### src/rtl/serial_adder_pkg.sv
// Shared definitions for the bit-serial adder/subtractor: FSM encoding and width limits.
package serial_adder_pkg;

   typedef enum logic [1:0] {
      IDLE = 2'd0,
      RUN  = 2'd1,
      DONE = 2'd2
   } state_e;

   localparam int WIDTH_MIN = 2;

   // Bit-counter width; never narrower than one bit.
   function automatic int cnt_width(input int w);
      return (w <= WIDTH_MIN) ? 1 : $clog2(w);
   endfunction

endpackage

### src/rtl/fa_cell.sv
// One-bit full adder used as the datapath of the bit-serial adder.
module fa_cell (
   input  logic a,
   input  logic b,
   input  logic cin,
   output logic sum,
   output logic cout
);

   assign sum  = a ^ b ^ cin;
   assign cout = (a & b) | (cin & (a ^ b));

endmodule

### src/rtl/serial_adder.sv
// Bit-serial adder/subtractor, one bit per clock LSB-first through a single fa_cell.
// Define SERIAL_ADDER_OVF_EN to add the registered signed-overflow output ovf.
module serial_adder
   import serial_adder_pkg::*;
#(
   parameter int WIDTH = 8
) (
   input  logic             clk,
   input  logic             rst,
   input  logic             start,
   input  logic [WIDTH-1:0] a,
   input  logic [WIDTH-1:0] b,
   input  logic             cin,
   input  logic             sub,
   output logic             busy,
   output logic             done,
   output logic [WIDTH-1:0] sum,
   output logic             cout
`ifdef SERIAL_ADDER_OVF_EN
   ,
   output logic             ovf
`endif
);

   localparam int            CW   = cnt_width(WIDTH);
   localparam logic [CW-1:0] LAST = CW'(WIDTH - 1);

   state_e           state_q;
   logic [CW-1:0]    cnt_q;
   logic [WIDTH-1:0] a_q, b_q, sum_q;
   logic             carry_q, cout_q, busy_q, done_q;
   logic [WIDTH-1:0] sum_d, b_load_d;
   logic             carry_seed_d;
   logic             fa_sum, fa_cout;
`ifdef SERIAL_ADDER_OVF_EN
   logic             ovf_q;
`endif

   fa_cell u_fa (
      .a    (a_q[0]),
      .b    (b_q[0]),
      .cin  (carry_q),
      .sum  (fa_sum),
      .cout (fa_cout)
   );

   // Subtraction is a + ~b + 1, so the carry seed replaces cin with 1.
   assign b_load_d     = sub ? ~b : b;
   assign carry_seed_d = sub ? 1'b1 : cin;
   assign sum_d        = {fa_sum, sum_q[WIDTH-1:1]};

   // NOTE: every flop, including the operand shift registers, uses <= so all
   // state updates see pre-edge values regardless of statement order.
   always_ff @(posedge clk or posedge rst) begin
      if (rst) begin
         state_q <= IDLE;
         cnt_q   <= '0;
         a_q     <= '0;
         b_q     <= '0;
         sum_q   <= '0;
         carry_q <= 1'b0;
         cout_q  <= 1'b0;
         busy_q  <= 1'b0;
         done_q  <= 1'b0;
`ifdef SERIAL_ADDER_OVF_EN
         ovf_q   <= 1'b0;
`endif
      end else begin
         case (state_q)
            IDLE, DONE: begin
               done_q <= 1'b0;
               if (start) begin
                  state_q <= RUN;
                  busy_q  <= 1'b1;
                  cnt_q   <= '0;
                  a_q     <= a;
                  b_q     <= b_load_d;
                  carry_q <= carry_seed_d;
               end else begin
                  state_q <= IDLE;
               end
            end
            RUN: begin
               sum_q   <= sum_d;
               a_q     <= a_q >> 1;
               b_q     <= b_q >> 1;
               carry_q <= fa_cout;
               if (cnt_q == LAST) begin
                  state_q <= DONE;
                  busy_q  <= 1'b0;
                  done_q  <= 1'b1;
                  cout_q  <= fa_cout;
`ifdef SERIAL_ADDER_OVF_EN
                  ovf_q   <= carry_q ^ fa_cout;
`endif
               end else begin
                  cnt_q <= cnt_q + CW'(1);
               end
            end
            default: begin
               state_q <= IDLE;
               busy_q  <= 1'b0;
               done_q  <= 1'b0;
            end
         endcase
      end
   end

   assign busy = busy_q;
   assign done = done_q;
   assign sum  = sum_q;
   assign cout = cout_q;
`ifdef SERIAL_ADDER_OVF_EN
   assign ovf  = ovf_q;
`endif

endmodule

### config.mk
export PLATFORM = sky130hd
export DESIGN_NAME = serial_adder
export DESIGN_NICKNAME = d
export VERILOG_FILES = /design/src/rtl/serial_adder_pkg.sv /design/src/rtl/fa_cell.sv /design/src/rtl/serial_adder.sv
export SDC_FILE = /design/constraint.sdc
export NUM_CORES = 1
export LEC_CHECK = 0
export CAP_MARGIN = 10
export CELL_PAD_IN_SITES_DETAIL_PLACEMENT = 1
export CELL_PAD_IN_SITES_GLOBAL_PLACEMENT = 2
export CORE_MARGIN = 2
export CORE_UTILIZATION = 35
export DETAILED_ROUTE_END_ITERATION = 10
export PLACE_DENSITY_LB_ADDON = 0.1
export SETUP_SLACK_MARGIN = 0.02
export SYNTH_ARGS = -nofsm -noshare
export SYNTH_HDL_FRONTEND = slang
export SYNTH_SLANG_ARGS = --single-unit
### constraint.sdc
create_clock -name clk -period 3 [get_ports clk]
set_input_delay 0.6 -clock clk [delete_from_list [all_inputs] [get_ports clk]]
set_output_delay 0.6 -clock clk [all_outputs]
set_load 0.01 [all_outputs]
# ---- Word-level counts from Yosys, hierarchy flattened
# Cells that the tools add are included.
dict set report totals {
  ff_bits 33
  in_bits 21
  output_inout_bits 11
  word_cells 48
}
dict set report op_classes {
  addsub 1
  n_eq_ne 6
  muxes 19
  bitwise_logic 6
  reduce_logical 7
}
# op count
set ops {}
lappend ops {{$pmux W8 S2} 2}
lappend ops {{$mux W8} 3}
lappend ops {{$not A8 Y8} 1}
lappend ops {{$mux W1} 7}
lappend ops {{$mux W3} 2}
lappend ops {{$ne A2 B2 Y1 const B} 3}
lappend ops {{$pmux W3 S2} 1}
lappend ops {{$reduce_and A2 Y1} 3}
lappend ops {{$pmux W1 S2} 2}
lappend ops {{$pmux W2 S2} 1}
lappend ops {{$add A3 B1 Y3 const B} 1}
lappend ops {{$eq A3 B3 Y1 const B} 1}
lappend ops {{$reduce_and A3 Y1} 1}
lappend ops {{$and A1 B1 Y1} 2}
lappend ops {{$eq A2 B1 Y1 const B} 1}
lappend ops {{$eq A2 B2 Y1 const B} 1}
lappend ops {{$logic_not A2 Y1} 1}
lappend ops {{$mux W2} 1}
lappend ops {{$reduce_bool A2 Y1} 1}
lappend ops {{$reduce_or A2 Y1} 1}
lappend ops {{$xor A1 B1 Y1} 2}
lappend ops {{$or A1 B1 Y1} 1}

# ---- Longest topological paths before layout
# Gate-level depths: netlist of the first run.
dict set report logic_depth {
  word_depth 4
  mapped_depth 6
  ltp_nobuf 5
}

# ---- Hierarchy
# Synthesis of the first run repeated with hierarchy kept, for this count alone.
dict set report hier_totals {
  hier_cells 112
  area_unflattened_um2 1427.6
}
# module n_inst cells_per_inst area_per_inst_um2
set by_module_without_submodules {}
lappend by_module_without_submodules {serial_adder 1 111 1407.6}
lappend by_module_without_submodules {fa_cell 1 1 20.0}

# ---- Least setup slack after synthesis of the first run
# OpenSTA, ideal clock, no wires.
dict set report synth_path {
  kind {reg2reg}
  from {register cnt_q[0]}
  to {register cnt_q[0]}
  t_arrival_ns 1.372
  setup_slack_ns 1.500
  path_stages_with_launch 7
  n_path_buf 1
  synth_period_minus_slack_ns 1.500
  cell_sequence {dfrtp_1 > ha_1 > ha_1 > or3b_1 > clkbuf_1 > nand3_1 > o21ai_0}
}
dict set report synth_via {
  elab_chain_len 3
  word_cells_on_any_way 6
}
# element line
set synth_lines {}
lappend synth_lines {{start: declaration} serial_adder.sv:29} ;# logic [CW-1:0] cnt_q;
lappend synth_lines {{start signal: assignment} serial_adder.sv:97} ;# cnt_q <= cnt_q + CW'(1);
lappend synth_lines {{$add A3 B1 Y3 / $eq A3 B3 Y1 (equally long branches)} {serial_adder.sv:97, serial_adder.sv:88}}
lappend synth_lines {{$mux W3 / $ne A2 B2 Y1 (equally long branches)} n/a}
lappend synth_lines {{$pmux W3 S2 / $reduce_and A3 Y1 (equally long branches)} n/a}
# Parallel ways exist; a longest one is shown, timed or not. The select of a mux whose other input is x is not followed.
# A chain may end at the register's enable or synchronous reset.

==> results.py, run 1 <==
metrics = {
    "clock_network": {
        "clockBufferDepth": 2,
        "root_buffer": "clkbuf_8",
        "cts_sinks": 32,
        "hold_buffers": 0,
        "post-cts-setup-buffer-count": 0,
        "ctsHtreeMaxLevel": 2,
        "path_clk_slew_ns": 0.06,
        "cts-resized-gates": 0,
        "cts_tree": "yes",
        "clk_latency_ns": 0.28,
        "cts_buffers": 5,
    },
    "timing": {
        "worstMarginPinSlew_ns": 0.4727,
        "setup_ws_ns": 1.175,
        "min_period_over_period": 0.6084,
        "hold_viol": 0,
        "slew_headroom": 0.6849,
        "rsz0062_at_grt": "false",
        "clock_skew_ns": 0.005761,
        "setup_viol": 0,
        "fin_crit_ns": 1.825,
        "clock.fmax_mhz": 547.9,
        "drv_slew": 0,
        "fin_tns_setup_ns": 0,
    },
    "grt": {
        "gr-total-overflow": 0,
        "grt_max_degree": 33,
        "antenna_found_initial": 0,
        "grt_pass1_vias": 1046,
        "grt_pass1_wl_um": 4940,
        "grtUsageTotal": 0.1492,
    },
    "synthesis": {
        "synthCells": 113,
        "synthAdderAreaFrac": 0.03141,
        "synth_top_family_by_area": "compound AO/OA/AOI/OAI gates",
        "ys.warnings.count": 0,
        "yosys-top-cells-area": "dfrtp_1 (56%), mux2_2 (7.1%), a221o_1 (5.6%)",
        "async_reset_ff_frac": 1.000,
        "yosys-top-cells-count": "dfrtp_1 (32), nor2_1 (11), a22o_1 (9), mux2_2 (9), a221o_1 (8)",
        "synthXorXnorAreaFrac": 0.04887,
        "yosys.area.top_type_share": 0.5585,
        "synthMuxAreaShare": 0.07068,
        "synth_simple_gate_area_frac": 0.07766,
        "synth-compound-area-share": 0.1614,
        "synth_cell_type_count": 24,
        "ys_ff_latch": 32,
        "synthFlopType": "dfrtp_1",
        "synth_area_mm2": 0.001434,
        "synth_edf_count": 0,
        "syn-num-nets": 137,
        "synth-seq-area-share": 0.5585,
        "yosys.area.top_type": "dfrtp_1",
        "syn_area_per_cell_um2": 12.69,
        "synth_most_common_cell": "dfrtp_1",
    },
    "run_status": {
        "outcome": "finished clean",
    },
    "detailed_routing": {
        "viasPerCell": 4.975,
        "drtPass1Iterations": 2,
        "drt-met1-wl_um": 1194,
        "vias": 980,
        "maxUsedRoutingLayer": "met4",
        "drtIter0Drc": 30,
        "met2WireLength_um": 1355,
        "drt-total-wl_um": 2784,
        "drc": 0,
        "ant_nets": 0,
        "dr_wl_met3_um": 181,
        "wl_per_cell_um": 14.13,
    },
    "critical_path": {
        "worstPathArrival_ns": 1.23,
        "critPathSlowestCell": "clkdlybuf4s50_1",
        "crit_chain": "clkdlybuf4s50_1",
        "cp-start-kind": "register",
        "cp_num_buf_inv": 1,
        "cpPeakStageDelay_ns": 0.56,
        "crit_required_ns": 2.40,
        "setup.worst_path.end_class": "primary output",
        "cp_top_family": "buffers and inverters",
        "path_max_fanout": 4,
        "worst-setup-path-type": "reg2out",
    },
    "finish": {
        "drive_gt1_frac": 0.1361,
        "num_antenna_cells": 0,
        "multi_input_area_um2": 559.3,
        "fill_cells": 426,
        "fin_area_mm2": 0.001857,
        "finalNonFillerCells": 197,
        "area_growth_pct": 29.49,
        "seq_area_um2": 800.8,
        "finish.net_count": 170,
    },
    "floorplan": {
        "start_util": 0.3611,
        "rows": 23,
        "dieHeight_um": 68.01,
        "top_level_ports": 32,
        "dieArea_mm2": 0.004625,
        "coreArea_mm2": 0.003971,
        "die_w_um": 68.01,
    },
    "placement": {
        "dpl.cell_count": 189,
        "portBuffers": 31,
        "pre_cts_slack_ns": 0.9561,
        "place_area_mm2": 0.001767,
        "dp_hpwl_um": 2018,
        "routabilityCongestion": 0.6895,
    },
    "hold_path": {
        "hold_path.class": "reg2reg",
    },
    "power_and_ir_drop": {
        "finalPower_w": 0.001888,
        "ir_drop_v": 0.0003574,
        "powerDensity_mw_per_mm2": 1017,
        "p_leak_nw": 0.8444,
    },
    "run": {
        "cap_violations": 0,
    },
}
[cell usage in the layout (no fill, tap or decap), types with 2 or more instances in the layout]
| master | netlist | layout |
|---|---|---|
| a22o_1 | 9 | 9 |
| ha_1 | 2 | 2 |
| clkdlybuf4s50_1 | 0 | 31 |
| inv_1 | 3 | 3 |
| clkbuf_1 | 1 | 2 |
| clkbuf_8 | 0 | 6 |
| buf_4 | 2 | 3 |
| nand3_1 | 3 | 3 |
| a221o_1 | 8 | 8 |
| mux2_2 | 9 | 9 |
| nor2_1 | 11 | 11 |
| o21ai_0 | 4 | 4 |
| nand2_1 | 2 | 2 |
| a21o_1 | 7 | 7 |
| dfrtp_1 | 32 | 32 |
| xnor2_1 | 7 | 7 |
[cell type report]
type | instances | share of cell area
clock buffer | 8 | 0.04852
inverter | 3 | 0.006065
multi-input combinational | 70 | 0.3012
sequential | 32 | 0.4313
tap | 50 | 0.03369
timing repair buffer | 34 | 0.1792
[stage by stage]
step           hold slack [ns]    util
2_1_floorplan           0.4496       -
3_3_place_gp            0.4592  0.4449
3_5_place_dp            0.4708  0.4449
4_1_cts                 0.4847  0.4675
5_1_grt                 0.4959  0.4675
6_report                0.4806  0.4675
[sequential cells by signal, indices dropped and copies added (netlist names)]
register  flops
cout          1
state_q       2
a_q           8
carry_q       1
cnt_q         3
sum           8
b_q           8
busy          1
[logic make-up (layout without fill, tap and decap cells)]
| group | after synthesis | count (layout) |
|---|---|---|
| flip-flops | 32 | 32 |
| AO/OA/AOI/OAI | 28 | 28 |
| AND/OR/NAND/NOR | 22 | 22 |
| buffers and inverters | 11 | 45 |
| multiplexers | 9 | 9 |
| XOR/XNOR | 8 | 8 |
| adder cells (fa/ha/maj) | 3 | 3 |
[routing by layer]
| metal | global-route usage | up-vias |
|---|---|---|
| li1 | - | 465 |
| met1 | 0.1864 | 488 |
| met2 | 0.2282 | 21 |
| met3 | 0.06250 | 6 |
| met4 | 0.06000 | 0 |
| met5 | 0 | - |
[power breakdown]
group,switching [W],internal (W)
logic,0.000334,0.000449
clock network,0.000147,0.000187
registers,0.000130,0.000640
[path summary, 6_finish.rpt]
kind | startpoint | endpoint | slack [ns] | cells after the start
hold / removal | a_q[6] | a_q[6] | 0.48 | 1
max in group asynchronous | rst | a_q[3] | 2.01 | 3
min in group asynchronous | rst | sum[0] | 0.70 | 3
setup / recovery | state_q[1] | done | 1.17 | 1
setup reg to reg | state_q[0] | b_q[4] | 1.32 | 4
hold reg to reg | a_q[6] | a_q[6] | 0.48 | 1
(Power assumes the default switching activity.)
==> inputs of run 2 (changes only) <==
--- a/config.mk
+++ b/config.mk
@@ -9,7 +9,7 @@
 export CELL_PAD_IN_SITES_DETAIL_PLACEMENT = 1
 export CELL_PAD_IN_SITES_GLOBAL_PLACEMENT = 2
 export CORE_MARGIN = 2
-export CORE_UTILIZATION = 35
+export CORE_UTILIZATION = 32
 export DETAILED_ROUTE_END_ITERATION = 10
 export PLACE_DENSITY_LB_ADDON = 0.1
 export SETUP_SLACK_MARGIN = 0.02
==> constraint.sdc (replaced) <==
create_clock -name clk -period 1.72 [get_ports clk]
set_input_delay 0.344 -clock clk [delete_from_list [all_inputs] [get_ports clk]]
set_output_delay 0.344 -clock clk [all_outputs]
set_load 0.01 [all_outputs]
==> results.py, run 2 (same netlist as run 1, synthesis figures left out) <==
metrics = {
    "clock_network": {
        "clockBufferDepth": 2,
        "root_buffer": "clkbuf_8",
        "cts_tree": "yes",
        "ctsHtreeMaxLevel": 2,
        "cts_sinks": 32,
        "path_clk_slew_ns": 0.06,
        "clk_latency_ns": 0.28,
        "cts_buffers": 5,
        "post-cts-setup-buffer-count": 0,
        "hold_buffers": 0,
        "cts-resized-gates": 0,
    },
    "floorplan": {
        "top_level_ports": 32,
        "coreArea_mm2": 0.004324,
        "rows": 24,
        "dieArea_mm2": 0.005032,
        "dieHeight_um": 70.94,
        "start_util": 0.3316,
        "die_w_um": 70.94,
    },
    "detailed_routing": {
        "drt-total-wl_um": 2895,
        "viasPerCell": 4.876,
        "vias": 985,
        "drc": 0,
        "drtPass1Iterations": 4,
        "ant_nets": 0,
        "drtIter0Drc": 28,
        "wl_per_cell_um": 14.33,
    },
    "timing": {
        "min_period_over_period": 0.9246,
        "hold_viol": 0,
        "drv_slew": 0,
        "setup_viol": 0,
        "fin_tns_setup_ns": 0,
        "clock.fmax_mhz": 628.8,
        "slew_headroom": 0.7202,
        "fin_crit_ns": 1.590,
        "clock_skew_ns": 0.006032,
        "worstMarginPinSlew_ns": 0.4187,
        "rsz0062_at_grt": "false",
    },
    "grt": {
        "gr-total-overflow": 0,
        "antenna_found_initial": 0,
        "grtUsageTotal": 0.1314,
        "grt_pass1_vias": 1080,
        "grt_use_met2": 0.2170,
        "grt_pass1_wl_um": 5147,
        "use_met1": 0.1566,
        "grt_max_degree": 33,
        "grtUsageMet3": 0.04416,
        "top_usage_layer": "met2",
    },
    "run_status": {
        "outcome": "finished clean",
    },
    "placement": {
        "dp_hpwl_um": 2136,
        "place_area_mm2": 0.001792,
        "routabilityCongestion": 0.7035,
        "portBuffers": 31,
    },
    "hold_path": {
        "hold_path.class": "in2async",
    },
    "finish": {
        "seq_area_um2": 800.8,
        "fill_cells": 474,
        "area_growth_pct": 31.24,
        "layout_commonest_cell": "dfrtp_1",
        "num_antenna_cells": 0,
        "multi_input_area_um2": 559.3,
        "utilization": 0.4352,
        "fin_area_mm2": 0.001882,
        "drive_gt1_frac": 0.1533,
        "finish.net_count": 173,
        "mostFrequentLayoutCells": "dfrtp_1 (32), clkdlybuf4s50_1 (31), nor2_1 (11)",
    },
    "critical_path": {
        "cp_top_family": "simple AND/OR/NAND/NOR gates",
        "critPathSlowestCell": "or3b_1",
        "crit_required_ns": 1.87,
        "crit_path_frequent_cell": "ha_1",
        "worstPathArrival_ns": 1.74,
        "worst-setup-path-type": "reg2reg",
        "cp_num_buf_inv": 0,
        "crit_chain": "ha_1 -> ha_1 -> or3b_1 -> nand3_1 -> o21ai_0",
        "setup.worst_path.end_class": "register",
        "cpPeakStageDelay_ns": 0.46,
        "cp-start-kind": "register",
        "path_max_fanout": 7,
    },
    "power_and_ir_drop": {
        "p_leak_nw": 0.8582,
        "finalPower_w": 0.003318,
        "ir_drop_v": 0.0006523,
        "powerDensity_mw_per_mm2": 1763,
    },
    "run": {
        "cap_violations": 0,
    },
}
[run 2: cell types whose count changed in the layout (fill, tap and decap cells not counted)]
| cell | before | now |
|---|---|---|
| buf_4 | 3 | 6 |
[run 2: per-stage QoR]
step | worst slack (ns) | hold WS (ns) | instances
after floorplan | 0.2202 | 0.4496 | 113
after global placement | 0.06334 | 0.4619 | 194
after detailed placement | 0.01217 | 0.4701 | 194
after CTS | 0.1040 | 0.4796 | 202
after global routing | 0.05505 | 0.5112 | 202
final | 0.1297 | 0.4685 | 202
[run 2: final timing paths]
| path | start | to | slack [ns] | cells past startpoint |
|---|---|---|---|---|
| min in group clk | a_q[1] | a_q[1] | 0.48 | 1 |
| setup / recovery | cnt_q[0] | cnt_q[0] | 0.13 | 5 |
| setup reg to reg | cnt_q[0] | cnt_q[0] | 0.13 | 5 |
| hold / removal | rst | sum[4] | 0.47 | 3 |
| hold reg to reg | a_q[1] | a_q[1] | 0.48 | 1 |
| max in group asynchronous | rst | b_q[5] | 0.95 | 3 |
[run 2: power breakdown]
group | switching, W | leakage [nW] | internal (W)
logic | 0.000589 | 0.419 | 0.000808
clock network | 0.000258 | 0.0455 | 0.000326
registers | 0.000221 | 0.393 | 0.00112
[run 2: routing by layer]
metal  vias up  share of wire
met5         -              0
met4         0          0.016
met3         4          0.049
met2        22           0.48
met1       488           0.45
li1        471              -
[run 2: worst reg2reg max path: cells and delay by family (launching register included)]
| family | cells | cell delay (ns) |
|---|---|---|
| compound gates | 1 | 0.09 |
| flops | 1 | 0.39 |
| simple gates | 2 | 0.58 |
| fa+ha+maj | 2 | 0.41 |
[run 2: final cells by class]
type,instances,area share
Multi-Input combinational cell,70,0.2972
Sequential cell,32,0.4255
Tap cell,52,0.03457
Inverter,3,0.005984
Timing Repair Buffer,37,0.1888
Clock buffer,8,0.04787
